$ cat src/rtl/qspi_mem_responder.sv
// Quad-SPI target answering tinyQV's controller (cmd, addr, mode, dummy, data),
// backed by a byte-wide memory port. All QSPI pins are sampled in the clk domain.
module qspi_mem_responder #(
   parameter int unsigned ADDR_BITS     = 24,
   parameter int unsigned DUMMY_NIBBLES = 4,
   parameter logic [7:0]  CMD_READ      = 8'hEB,
   parameter logic [7:0]  CMD_WRITE     = 8'h38
) (
   input  logic                 clk,
   input  logic                 rst_n,
   input  logic                 qspi_clk,
   input  logic                 qspi_cs_n,
   input  logic [3:0]           qspi_data_in,
   output logic [3:0]           qspi_data_out,
   output logic [3:0]           qspi_data_oe,
   output logic [ADDR_BITS-1:0] mem_addr,
   output logic                 mem_rd,
   input  logic [7:0]           mem_rdata,
   input  logic                 mem_rd_valid,
   output logic                 mem_wr,
   output logic [7:0]           mem_wdata,
   output logic                 proto_err
);

   // Memory handshake: mem_rd / mem_wr are single-cycle strobes qualified by
   // mem_addr (and mem_wdata); mem_rd_valid is a single-cycle return pulse.
   typedef enum logic [2:0] {
      IDLE, CMD, ADDR, MODE, DUMMY, RDATA, WDATA, IGNORE
   } state_t;

   state_t                 state_q, state_d;
   logic                   sck_q, sck_prev_q;
   logic [7:0]             cnt_q, cnt_d;
   logic                   is_write_q, is_write_d;
   logic [3:0]             cmd_hi_q, cmd_hi_d;
   logic [3:0]             wr_hi_q, wr_hi_d;
   logic [7:0]             rbuf_q, rbuf_d;
   logic                   rvalid_q, rvalid_d;
   logic [3:0]             data_out_q, data_out_d;
   logic [3:0]             oe_q, oe_d;
   logic [ADDR_BITS-1:0]   mem_addr_q, mem_addr_d;
   logic                   mem_rd_q, mem_rd_d;
   logic                   mem_wr_q, mem_wr_d;
   logic [7:0]             mem_wdata_q, mem_wdata_d;
   logic                   err_q, err_d;
   logic                   sck_rise, sck_fall;
   logic [7:0]             cmd_full;

   assign sck_rise = sck_q & ~sck_prev_q;
   assign sck_fall = ~sck_q & sck_prev_q;
   assign cmd_full = {cmd_hi_q, qspi_data_in};

   always_comb begin
      state_d     = state_q;
      cnt_d       = cnt_q;
      is_write_d  = is_write_q;
      cmd_hi_d    = cmd_hi_q;
      wr_hi_d     = wr_hi_q;
      rbuf_d      = rbuf_q;
      rvalid_d    = rvalid_q;
      data_out_d  = data_out_q;
      oe_d        = oe_q;
      mem_addr_d  = mem_addr_q;
      mem_rd_d    = 1'b0;
      mem_wr_d    = 1'b0;
      mem_wdata_d = mem_wdata_q;
      err_d       = err_q;

      // Write address advances the cycle after its strobe.
      if (mem_wr_q) begin
         mem_addr_d = mem_addr_q + ADDR_BITS'(1);
      end

      case (state_q)
         IDLE: begin
            if (!qspi_cs_n) begin
               state_d = CMD;
               cnt_d   = 8'd0;
               err_d   = 1'b0;
            end
         end
         CMD: begin
            if (sck_rise) begin
               cmd_hi_d = qspi_data_in;
               cnt_d    = cnt_q + 8'd1;
               if (cnt_q[0]) begin
                  cnt_d = 8'd0;
                  if (cmd_full == CMD_READ) begin
                     is_write_d = 1'b0;
                     state_d    = ADDR;
                  end else if (cmd_full == CMD_WRITE) begin
                     is_write_d = 1'b1;
                     state_d    = ADDR;
                  end else begin
                     state_d = IGNORE;
                     err_d   = 1'b1;
                  end
               end
            end
         end
         ADDR: begin
            if (sck_rise) begin
               mem_addr_d = {mem_addr_q[ADDR_BITS-5:0], qspi_data_in};
               cnt_d      = cnt_q + 8'd1;
               if (cnt_q == 8'd5) begin
                  cnt_d = 8'd0;
                  if (is_write_q) begin
                     state_d = WDATA;
                  end else begin
                     state_d  = MODE;
                     mem_rd_d = 1'b1;
                  end
               end
            end
         end
         MODE: begin
            if (sck_rise) begin
               cnt_d = cnt_q + 8'd1;
               if (cnt_q[0]) begin
                  cnt_d   = 8'd0;
                  state_d = DUMMY;
               end
            end
         end
         DUMMY: begin
            if (sck_rise) begin
               cnt_d = cnt_q + 8'd1;
               if (cnt_q == 8'(DUMMY_NIBBLES - 1)) begin
                  cnt_d   = 8'd0;
                  state_d = RDATA;
               end
            end
         end
         RDATA: begin
            // cnt_q[0] selects high (0) or low (1) nibble of the held byte.
            if (sck_fall) begin
               oe_d = 4'hF;
               if (!rvalid_q) begin
                  err_d = 1'b1;
               end
               if (!cnt_q[0]) begin
                  data_out_d = rvalid_q ? rbuf_q[7:4] : 4'h0;
                  cnt_d      = 8'd1;
               end else begin
                  data_out_d = rvalid_q ? rbuf_q[3:0] : 4'h0;
                  rvalid_d   = 1'b0;
                  mem_addr_d = mem_addr_q + ADDR_BITS'(1);
                  mem_rd_d   = 1'b1;
                  cnt_d      = 8'd0;
               end
            end
         end
         WDATA: begin
            if (sck_rise) begin
               if (!cnt_q[0]) begin
                  wr_hi_d = qspi_data_in;
                  cnt_d   = 8'd1;
               end else begin
                  mem_wdata_d = {wr_hi_q, qspi_data_in};
                  mem_wr_d    = 1'b1;
                  cnt_d       = 8'd0;
               end
            end
         end
         IGNORE: begin
         end
         default: begin
            state_d = IDLE;
         end
      endcase

      if (mem_rd_valid && (state_q == MODE || state_q == DUMMY || state_q == RDATA)) begin
         rbuf_d   = mem_rdata;
         rvalid_d = 1'b1;
      end

      // Deselect overrides everything in the same cycle, including an SCK edge.
      if (qspi_cs_n) begin
         state_d    = IDLE;
         cnt_d      = 8'd0;
         oe_d       = 4'h0;
         data_out_d = 4'h0;
         rvalid_d   = 1'b0;
         mem_rd_d   = 1'b0;
         mem_wr_d   = 1'b0;
         err_d      = err_q;
         mem_addr_d = mem_wr_q ? mem_addr_q + ADDR_BITS'(1) : mem_addr_q;
      end
   end

   always_ff @(posedge clk or negedge rst_n) begin
      if (!rst_n) begin
         state_q     <= IDLE;
         sck_q       <= 1'b0;
         sck_prev_q  <= 1'b0;
         cnt_q       <= 8'd0;
         is_write_q  <= 1'b0;
         cmd_hi_q    <= 4'h0;
         wr_hi_q     <= 4'h0;
         rbuf_q      <= 8'h00;
         rvalid_q    <= 1'b0;
         data_out_q  <= 4'h0;
         oe_q        <= 4'h0;
         mem_addr_q  <= '0;
         mem_rd_q    <= 1'b0;
         mem_wr_q    <= 1'b0;
         mem_wdata_q <= 8'h00;
         err_q       <= 1'b0;
      end else begin
         state_q     <= state_d;
         sck_q       <= qspi_clk;
         sck_prev_q  <= sck_q;
         cnt_q       <= cnt_d;
         is_write_q  <= is_write_d;
         cmd_hi_q    <= cmd_hi_d;
         wr_hi_q     <= wr_hi_d;
         rbuf_q      <= rbuf_d;
         rvalid_q    <= rvalid_d;
         data_out_q  <= data_out_d;
         oe_q        <= oe_d;
         mem_addr_q  <= mem_addr_d;
         mem_rd_q    <= mem_rd_d;
         mem_wr_q    <= mem_wr_d;
         mem_wdata_q <= mem_wdata_d;
         err_q       <= err_d;
      end
   end

   assign qspi_data_out = data_out_q;
   assign qspi_data_oe  = oe_q;
   assign mem_addr      = mem_addr_q;
   assign mem_rd        = mem_rd_q;
   assign mem_wr        = mem_wr_q;
   assign mem_wdata     = mem_wdata_q;
   assign proto_err     = err_q;

endmodule

$ cat config.mk
export PLATFORM = sky130hd
export DESIGN_NAME = qspi_mem_responder
export DESIGN_NICKNAME = d
export VERILOG_FILES = /design/src/rtl/qspi_mem_responder.sv
export SDC_FILE = /design/constraint.sdc
export NUM_CORES = 1
export LEC_CHECK = 0
export CAP_MARGIN = 5
export CORE_ASPECT_RATIO = 0.9
export CORE_MARGIN = 2
export CORE_UTILIZATION = 30
export DETAILED_ROUTE_END_ITERATION = 16
export SKIP_CTS_REPAIR_TIMING = 1
export SYNTH_ARGS = -nofsm -noshare
export SYNTH_HDL_FRONTEND = slang
export SYNTH_SLANG_ARGS = --single-unit
export TNS_END_PERCENT = 1
$ cat constraint.sdc
create_clock -name clk -period 2.4 [get_ports clk]
set_clock_uncertainty 0.1 [all_clocks]
set_input_delay 0.48 -clock clk [delete_from_list [all_inputs] [get_ports clk]]
set_output_delay 0.48 -clock clk [all_outputs]
set_load 0.1 [all_outputs]
-- Word level (Yosys, flattened, before mapping)
Index checks and enable logic that the tools add are counted.
Widths: inputs -> output; s select.
- latch bits: 0
- bits in read-only memories: 0
- memories kept: 0
- bits in writable memories: 0
- word-level logic and storage cells: 137
- input port bits: 17
- flip-flop bits (word level): 74
- div/mod/pow operators: 0
- add/subtract/negate cells: 2
- order comparisons: 0
- mux-type cells: 63
- shift-type cells: 0
- bitwise gates (word level): 6
- reductions and logical operators: 23
- equality and inequality tests: 27
- multiply operators: 0
- operators by type and width (operator ; number):
    $mux 24 ; 5
    $mux 8 ; 9
    $pmux 24 s2 ; 1
    $pmux 8 s6 ; 1
    $mux 3 ; 12
    $mux 4 ; 9
    $ne 3x3->1 const B ; 10
    $add 24x1->24 const B ; 1
    $mux 1 ; 23
    $pmux 3 s5 ; 1
    $ne 2x2->1 const B ; 6
    $reduce_bool 3->1 ; 4
    $eq 3x3->1 const B ; 3
    $reduce_and 3->1 ; 3
    $reduce_and 9->1 ; 1
    $add 8x1->8 const B ; 1
    $eq 8x2->1 const B ; 1
    $eq 8x3->1 const B ; 1
    $eq 8x6->1 const B ; 1
    $eq 8x8->1 const B ; 1
    $reduce_and 8->1 ; 1
    $reduce_bool 7->1 ; 1
    $eq 3x2->1 const B ; 2
    $reduce_and 6->1 ; 1
    other kinds (14) ; 22

-- Logic depth before layout (Yosys ltp)
Gate-level depths: netlist (run 1).
- depth in word-level cells: 7
- mapped depth: 7

-- Worst setup path after synthesis (run 1)
No wires, ideal clock.
- kind: reg2reg
- start point: register mem_addr_q[0] (netlist: mem_addr[0])
- end point: register mem_addr_q[22] (netlist: mem_addr[22])
- slack: -503 ps
- library setup time: 69 ps
- arrival: 2734 ps
- stages on the path, launching flop included: 7
- buffers on the path: 0
- cells stage by stage: dfrtp_1 > ha_1 > nand4_4 > or4_4 > or4_1 > a21oi_1 > a221o_1
- cells in the longest elaborated chain, start to end: 6
- ends and longest elaborated chain (element ; line ; source):
    start: declaration ; 41 ; logic [ADDR_BITS-1:0] mem_addr_q, mem_addr_d;
    start signal: assignment ; 221 ; mem_addr_q <= mem_addr_d;
    $add 24x1->24 (*) ; 71, 147, 187 ;
    $mux 24 ; 70 ; if (mem_wr_q) begin
    $mux 24 ; 141 ; if (!cnt_q[0]) begin
    $mux 24 ; 136 ; if (sck_fall) begin
    $pmux 24 s2 ; 74 ; case (state_q)
    $mux 24 (*) ; 178 ; if (qspi_cs_n) begin
    net mem_addr_d[22] ; 41 ;
Mark *: on every way through the listed nets, which the timed path passes. The rest lies on a longest branch.
A chain may end at the register's enable or synchronous reset.

-- Final worst setup path (run 1)
Ends and elaborated chain as after synthesis.

==> results of run 1 <==
==> registers in the layout, indices dropped and copies added, names as in the netlist <==
register	flops
state_q	3
cnt_q	8
mem_wr	1
sck_q	1
rvalid_q	1
is_write_q	1
mem_wdata	8
proto_err	1
sck_prev_q	1
qspi_data_out	4
qspi_data_oe	1
wr_hi_q	4
mem_addr	24
rbuf_q	8
mem_rd	1
cmd_hi_q	4
==> report_power, final <==
part	switching [mW]	internal [mW]
combinational	1.62	0.740
clock	0.519	0.831
sequential	0.426	1.48
total	2.57	3.05
==> path summary, 6_finish.rpt <==
path                             start               to  slack [ns]
hold reg to reg                  sck_q       sck_prev_q        0.37
setup / recovery           mem_addr[0]     mem_addr[22]        0.10
hold / removal                   rst_n     mem_addr[23]        0.04
max in group asynchronous        rst_n  qspi_data_oe[2]        1.54
min in group clk                 sck_q       sck_prev_q        0.37
setup reg to reg           mem_addr[0]     mem_addr[22]        0.10
==> critical path, stage by stage, from the launching register on <==
cell and delay, ns:
dfrtp_4 0.49, ha_4 0.20, nand4_4 0.17, or4_4 0.57
or4_1 0.43, a21oi_1 0.16, a221o_1 0.12
==> cell type report <==
type / instances / area (µm²) / area share
clock buffers: 11 / 243 / 0.0402
clock inverters: 5 / 57.6 / 0.00953
inverters: 7 / 26.3 / 0.00435
multi-input cells: 405 / 2720 / 0.450
flip-flops and latches: 71 / 1820 / 0.301
well taps: 202 / 253 / 0.0418
repair buffers: 117 / 928 / 0.154
==> cells in the mapped netlist, types with 8 or more instances <==
library cell and instances:
buf_2 15, and3_1 15, nand2_1 53, dfrtp_1 71
nor3_1 17, xnor2_1 11, buf_4 8, nor4_1 8
o21ai_0 30, mux2_2 20, clkbuf_1 12, nor2_1 40
nand3_1 19, a21oi_1 33
==> through the flow <==
stage                     utilization  total power, mW
after floorplan                     -             3.64
after global placement          0.373             4.23
after detailed placement        0.373             4.27
after CTS                       0.393             5.64
after global routing            0.393             5.91
final                           0.393             5.62
==> logic make-up (layout without fill, tap and decap cells) <==
family                   after synthesis  count (layout)  synth area share
AND/OR/NAND/NOR                      210             210             0.255
buffers and inverters                 48             140            0.0504
flip-flops                            71              71             0.377
multiplexers                          26              26            0.0605
adder cells (fa/ha/maj)                4               4            0.0106
AO/OA/AOI/OAI                        147             147             0.214
XOR/XNOR                              18              18            0.0334
==> layer usage <==
metal | global-route usage | routed length (µm) | share of wire | vias up
met1 | 0.240 | 6510 | 0.46 | 2227
met5 | 0 | 0 | 0 | -
met2 | 0.280 | 6650 | 0.47 | 166
met3 | 0.0373 | 811 | 0.057 | 20
met4 | 0.0514 | 221 | 0.016 | 0
li1 | - | - | - | 2142
==> impl_metrics.tcl, run 1 <==
set metrics [dict create \
    fin_nets 632 \
    cts_tree "built" \
    finalSetupViolations 0 \
    synthFlopType "dfrtp_1" \
    yosys_register_bits 71 \
    cts_sinks 71 \
    start_kind "register" \
    initial_core_util 0.307 \
    layout_commonest_cell "buf_4" \
    fp.dieW_um 136 \
    worst_slew_pin_slew_ns 0.557 \
    worstPathRequired_ns 2.57 \
    synthDistinctLibCells 81 \
    row_count 43 \
    num_antenna_cells 0 \
    cap_violations 0 \
    antenna_left 0 \
    min_path_type "input port to async pin" \
    status "complete, no violations" \
    gp_congestion 0.919 \
    ir_drop_mv 0.656 \
    wire_per_inst_um 17.3 \
    async_flop_share 1.00 \
    netlist_instances 524 \
    finalHoldViolCount 0 \
    synth_top_area_share 0.377 \
    dieArea_um2 16700 \
    cts_max_path_buffers 2 \
    arrival_ns 2.47 \
    crit_fanout 8 \
    critPathCaptureType "register" \
    place_area_um2 5740 \
    vias_per_cell 5.57 \
    initialDrtViolationCount 441 \
    antenna_found_initial 0 \
    gr-usage-all-layers 0.176 \
    timing.final.crit_share 0.958 \
    dp_slack_ns -0.0464 \
    numCtsBuffers 9 \
    placed_cells 802 \
    final.setup.tns_ns 0 \
    finalMaxSlewViolations 0 \
    h-tree-depth 3 \
    portBuffers 59 \
    grt_pass1_vias 4370 \
    drtPass1Iterations 5 \
    setup_slack_ns 0.102 \
    insertion_delay_ns 0.34 \
    die-height_um 123 \
    worstSetupPathType "register to register" \
    yosys-top-cells-area "dfrtp_1 (38%), mux2_2 (4.8%), nand2_1 (4.2%)" \
    clkTransAtPathRegs_ns 0.06 \
    vias 4555 \
    grt_pass1_wl_um 23300 \
    route.detailed.drc 0 \
    yosysSeqAreaShare 0.377 \
    synth_edf_count 0 \
    netlist_area_um2 4720 \
    synth_area_per_cell_um2 9.00 \
    hold-worst-slack_ns 0.0361 \
    layout_common_cells "buf_4 (101), nand2_1 (53), dfrtp_1 (51), nor2_1 (40), a21oi_1 (33)" \
    top_level_ports 60 \
    wl_um 14200 \
    grt_overflow_total 0 \
    clock_tree.root_cell "clkbuf_16" \
    fillers 1543 \
    stdcell_count 818 \
    drive_above_1_share 0.302 \
    design_area_um2 6040 \
    ys_warn_count 0 \
    fin_crit_ns 2.30 \
    grt_max_degree 41 \
    relSlewSlack 0.628 \
    synth_top_cell_by_area "dfrtp_1" \
    coreArea_um2 15400 \
    rsz0062_at_grt "no" \
    p_per_area_nw_per_um2 930 \
    leakage_nw 2.48 \
    reg2reg_depth 6 \
    fmax_mhz 435 \
    syn-num-nets 545 \
    dp_hpwl_um 10400 \
    synthToLayoutAreaGrowth_pct 28.1 \
]
No activity file was read; power rests on OpenSTA's default activity.
==> run 2, diff against run 1 <==
SLEW_MARGIN = 20   (was not set)
TNS_END_PERCENT = 50   (was 1)
==> results of run 2 <==
Same layout as run 1: the final DEF is identical, and so are final timing and power.
